<file path="config.mk">
export PLATFORM = sky130hd
export DESIGN_NAME = hazard_sb
export DESIGN_NICKNAME = d
export VERILOG_FILES = /design/src/rtl/hazard_sb.sv
export SDC_FILE = /design/constraint.sdc
export NUM_CORES = 1
export LEC_CHECK = 0
export ABC_AREA = 0
export ABC_CLOCK_PERIOD_IN_PS = 6100
export CORE_MARGIN = 2
export CORE_UTILIZATION = 25
export CTS_CLUSTER_SIZE = 10
export DETAILED_ROUTE_END_ITERATION = 6
export GPL_TIMING_DRIVEN = 0
export PLACE_DENSITY = 0.57
export SYNTH_ARGS = -nofsm -noshare
export SYNTH_HDL_FRONTEND = slang
export SYNTH_SLANG_ARGS = --single-unit
</file>
<file path="constraint.sdc">
create_clock -name clk -period 6.1 [get_ports clk]
set_input_delay 1.83 -clock clk [delete_from_list [all_inputs] [get_ports clk]]
set_output_delay 1.83 -clock clk [all_outputs]
set_load 0.01 [all_outputs]
</file>
<file path="src/rtl/hazard_sb.sv">
// Pipeline hazard unit: operand forwarding, load-use/branch interlocks, a multi-cycle
// mul/div occupancy FSM and a saturating counter of decode-stall cycles.
module hazard_sb #(
    parameter int AW          = 5,
    parameter int MUL_LAT     = 2,
    parameter int DIV_LAT     = 32,
    parameter int CNT_W       = 16,
    parameter bit BR_STALL_EN = 1'b1
) (
    input  logic             clk,
    input  logic             rst,
    input  logic [AW-1:0]    rsD,
    input  logic [AW-1:0]    rtD,
    input  logic             branchD,
    output logic             forwardaD,
    output logic             forwardbD,
    output logic             stallF,
    output logic             stallD,
    input  logic [AW-1:0]    rsE,
    input  logic [AW-1:0]    rtE,
    input  logic [AW-1:0]    writeregE,
    input  logic             regwriteE,
    input  logic [1:0]       memtoregE,
    input  logic             mdstartE,
    input  logic             mdtypeE,
    output logic [1:0]       forwardaE,
    output logic [1:0]       forwardbE,
    output logic             stallE,
    output logic             flushE,
    input  logic [AW-1:0]    writeregM,
    input  logic             regwriteM,
    input  logic [1:0]       memtoregM,
    input  logic [AW-1:0]    writeregW,
    input  logic             regwriteW,
    output logic             stallM,
    output logic             stallW,
    output logic             md_busy,
    output logic             md_done,
    output logic [CNT_W-1:0] stall_cnt
);

    localparam int MAX_LAT = (MUL_LAT > DIV_LAT) ? MUL_LAT : DIV_LAT;
    localparam int CW      = (MAX_LAT > 1) ? $clog2(MAX_LAT + 1) : 1;

    typedef enum logic [1:0] {
        IDLE = 2'd0,
        BUSY = 2'd1,
        DONE = 2'd2
    } mdState_t;

    mdState_t      state, stateNext;
    logic [CW-1:0] cnt, cntNext, loadVal;
    logic          lwStall, brStall, stallMd;
    logic          eHitsD, mLateHitsD;

    // Register 0 is hard-wired zero, so it never sources a forward or an interlock.
    assign forwardaD = (rsD != '0) && (rsD == writeregM) && regwriteM;
    assign forwardbD = (rtD != '0) && (rtD == writeregM) && regwriteM;

    always_comb begin
        // NOTE: every always_comb output gets a default first so no path infers a latch.
        forwardaE = 2'b00;
        forwardbE = 2'b00;
        if ((rsE != '0) && (rsE == writeregM) && regwriteM)      forwardaE = 2'b10;
        else if ((rsE != '0) && (rsE == writeregW) && regwriteW) forwardaE = 2'b01;
        if ((rtE != '0) && (rtE == writeregM) && regwriteM)      forwardbE = 2'b10;
        else if ((rtE != '0) && (rtE == writeregW) && regwriteW) forwardbE = 2'b01;
    end

    assign lwStall = (memtoregE != 2'b00) && regwriteE && (writeregE != '0) &&
                     ((writeregE == rsD) || (writeregE == rtD));

    assign eHitsD     = regwriteE && (writeregE != '0) &&
                        ((writeregE == rsD) || (writeregE == rtD));
    assign mLateHitsD = (memtoregM != 2'b00) && regwriteM && (writeregM != '0) &&
                        ((writeregM == rsD) || (writeregM == rtD));
    assign brStall    = BR_STALL_EN && branchD && (eHitsD || mLateHitsD);

    // mdtypeE is only looked at here, on the issue cycle.
    assign loadVal = mdtypeE ? CW'(DIV_LAT - 1) : CW'(MUL_LAT - 1);

    always_comb begin
        stateNext = state;
        cntNext   = cnt;
        case (state)
            IDLE: begin
                if (mdstartE) begin
                    cntNext   = loadVal;
                    stateNext = (loadVal == '0) ? DONE : BUSY;
                end
            end
            BUSY: begin
                cntNext = cnt - CW'(1);
                if (cnt == CW'(1)) stateNext = DONE;
            end
            DONE:    stateNext = IDLE;
            default: stateNext = IDLE;
        endcase
    end

    // NOTE: sequential state uses non-blocking assignments with the async reset in the sensitivity list.
    always_ff @(posedge clk or posedge rst) begin
        if (rst) begin
            state <= IDLE;
            cnt   <= '0;
        end else begin
            state <= stateNext;
            cnt   <= cntNext;
        end
    end

    // Combinational so E is held on the issue cycle itself, not one cycle late.
    assign stallMd = ((state == IDLE) && mdstartE) || (state == BUSY);
    assign md_busy = stallMd;
    assign md_done = (state == DONE);

    assign stallD = lwStall || brStall || stallMd;
    assign stallF = stallD;
    assign stallE = stallMd;
    assign stallM = stallMd;
    assign stallW = stallMd;
    assign flushE = (lwStall || brStall) && !stallMd;

    always_ff @(posedge clk or posedge rst) begin
        if (rst) begin
            stall_cnt <= '0;
        end else if (stallD && (stall_cnt != {CNT_W{1'b1}})) begin
            stall_cnt <= stall_cnt + CNT_W'(1);
        end
    end

endmodule

</file>
==> impl_metrics.env <==
export IMPL_status="finished clean"
export IMPL_die_width_microns=92.4
export IMPL_worst_slew_pin_slew_ns=0.926
export IMPL_cts_tree="built"
export IMPL_ys_ff_latch=24
export IMPL_cap_viol_max_count=0
export IMPL_grt_pass1_vias=1848
export IMPL_slew_headroom_pct=38.2
export IMPL_initial_core_util_pct=25.5
export IMPL_yosys_warnings=0
export IMPL_drive_gt1_share_pct=12.4
export IMPL_cts_setup_buffers=1
export IMPL_grt_ovfl_total=0
export IMPL_globalplace_congestion=0.784
export IMPL_dieArea_sq_um=8530
export IMPL_worst_setup_path_type="input pin to output pin"
export IMPL_route_detailed_drc=0
export IMPL_grt_max_degree=25
export IMPL_clockBufferDepth=2
export IMPL_pwr_share_seq_pct=35.4
export IMPL_rsz0062_at_grt="no"
export IMPL_peakVddDrop_mv=0.167
export IMPL_cts_clk_slew_worst_paths_ns=0.09
export IMPL_cts_made_buffers=3
export IMPL_switching_share_pct=38.4
export IMPL_clockPowerShare_pct=13.1
export IMPL_htreeDepth=1
export IMPL_combPwrFrac_pct=51.6
export IMPL_power_w=0.000829
export IMPL_nets=341
export IMPL_fin_skew_ns=0.00178
export IMPL_hold_path_class="flop to flop"
export IMPL_clock_sinks=24
export IMPL_clockRootBuffer="clkbuf_8"
export IMPL_wl_per_cell_microns=13.4
export IMPL_hold_viol_final=0
export IMPL_syn_avg_cell_area_sq_um=9.12
export IMPL_post_dp_hpwl_mm=4.13
export IMPL_antenna_found_initial=0
export IMPL_drt_iter0_markers=69
export IMPL_worstSkewPairLatency_ns=0.26
export IMPL_switching_power_w=0.000318
export IMPL_yosysTopAreaCell="dfrtp_1"
export IMPL_yosysSeqAreaShare_pct=30.8
export IMPL_finalSetupViolCount=0
export IMPL_max_freq_mhz=169
export IMPL_powerDensity_nw_per_um2=291
export IMPL_yosysMostFrequentCell="xnor2_1"
export IMPL_p_int_w=0.000511
export IMPL_slew_violations=0
export IMPL_synth_cells=214
export IMPL_synth_edf_count=0
export IMPL_postRouteAntennaNets=0
export IMPL_synth_async_reset_ratio_pct=100
export IMPL_diodes=0
export IMPL_synth_distinct_cells=44
export IMPL_cp_max_fo=10
export IMPL_first_pass_iters=4
export IMPL_hold_slack_ns=0.497
export IMPL_ctsResizeCount=0
export IMPL_vias=1785
export IMPL_netlist_area_sq_um=1950
export IMPL_critical_path_required_ns=4.27
export IMPL_wl_mm=5.27
export IMPL_arrival_ns=4.09
export IMPL_critPathLaunchType="input pin"
export IMPL_syn_nets=264
export IMPL_die_h_microns=92.4
export IMPL_grt_total_usage_pct=12.4
export IMPL_pin_count=77
export IMPL_via_per_inst=4.55
export IMPL_min_period_ns=5.92
export IMPL_endpoint_kind="output pin"
export IMPL_grt_pass1_wl_mm=8.81
export IMPL_portBuffers=71
export IMPL_yosys_area_top_type_share_pct=30.8
export IMPL_area_growth_pct=46.2
export IMPL_core_sq_um=7650
export IMPL_p_leak_nw=1.12
export IMPL_period_share_pct=97.0
export IMPL_rows=32
export IMPL_synthTopCellsByArea="dfrtp_1 31%, xnor2_1 12%, xor2_1 12%"
export IMPL_synthFlopType="dfrtp_1"
export IMPL_pre_cts_ws_ns=-0.0583
export IMPL_yosys_top_cells_count="27 x xnor2_1, 26 x xor2_1, 24 x dfrtp_1"
export IMPL_cts_hold_buf=0
export IMPL_setup_ws_ns=0.183
-- sequential cells by signal (all words and copies together) (netlist names) --
name,flops
state,2
cnt,6
stall_cnt,16
-- critical path, cell delays in order --
cell             delay (ns)
clkdlybuf4s50_1        0.55
xor2_1                 0.18
nor3_1                 0.08
nand3_1                0.09
nand2_1                0.12
a221oi_4               0.32
buf_4                  0.25
inv_1                  0.07
buf_4                  0.13
clkdlybuf4s50_1        0.47
-- cells by family after synthesis --
| family | share of synthesized area [%] |
|---|---|
| xor gates and xnor gates | 23.8 |
| AOI/OAI and AO/OA | 9.87 |
| buffers and inverters | 6.60 |
| DFF | 30.8 |
| and+or+nand+nor | 25.9 |
| muxes | 1.15 |
| adders and majority gates | 1.92 |
-- cells in the final DEF (no fill, tap or decap), types with 2 or more instances in the layout --
cell and instances:
o21ai_0 5, a21oi_1 6, dfrtp_1 24, ha_1 3
nor4_1 7, nand4_1 5, clkdlybuf4s50_1 71, nand2_1 12
nand2b_1 2, nor2_2 2, nor4_2 3, clkbuf_8 4
nor2b_1 3, nand3_2 2, nor2_1 16, buf_4 9
inv_1 8, a31oi_1 3, xor2_1 26, mux2_1 2
nor3_2 4, or4_1 4, xnor2_1 27, nor3_1 7
nand3_1 9, o31ai_1 3, buf_2 4
-- per-stage QoR --
| stage | util [%] | TNS [ns] | cell area [sq um] | std cells |
|---|---|---|---|---|
| detailed placement | 36.5 | -0.0583 | 2790 | 387 |
| CTS | 37.3 | 0 | 2850 | 392 |
| finish | 37.3 | 0 | 2850 | 392 |
| global placement | 36.5 | -0.0547 | 2790 | 387 |
| floorplan | - | 0 | 1950 | 214 |
| global route | 37.3 | 0 | 2850 | 392 |
-- final timing paths --
path	endpoint	slack (ns)	cells past startpoint	from
max	stallF	0.18	10	rtD[3]
min	stall_cnt[9]	0.50	1	stall_cnt[9]
max reg2reg	stall_cnt[15]	4.00	8	state[1]
min reg2reg	stall_cnt[9]	0.50	1	stall_cnt[9]
max in group asynchronous	stall_cnt[5]	3.47	2	rst
min in group asynchronous	cnt[3]	2.07	2	rst
-- power by group through the flow --
stage	sequential, W	combinational [W]	clock (W)
5_1_grt	0.000304	0.000471	0.000118
4_1_cts	0.000293	0.000433	0.000111
3_5_place_dp	0.000296	0.000427	0
6_report	0.000293	0.000428	0.000108
3_3_place_gp	0.000294	0.000422	0
2_1_floorplan	0.000299	0.000231	0
-- cell type report --
class | instances | area (sq um)
fillers | 780 | 4790
plain buffers | 14 | 95.1
well taps | 102 | 128
inverters | 9 | 33.8
flip-flops and latches | 24 | 601
repair buffers | 72 | 718
clock buffers | 4 | 55.1
multi-input cells | 167 | 1220
-- layer usage --
metal,up-vias,wire length [microns],global-route usage (%)
li1,889,-,-
met1,834,2460,15.9
met2,60,2430,22.0
met3,2,355,2.12
met4,0,29,2.24
met5,-,0,0
Note: power is estimated with default switching activity, not from simulation.
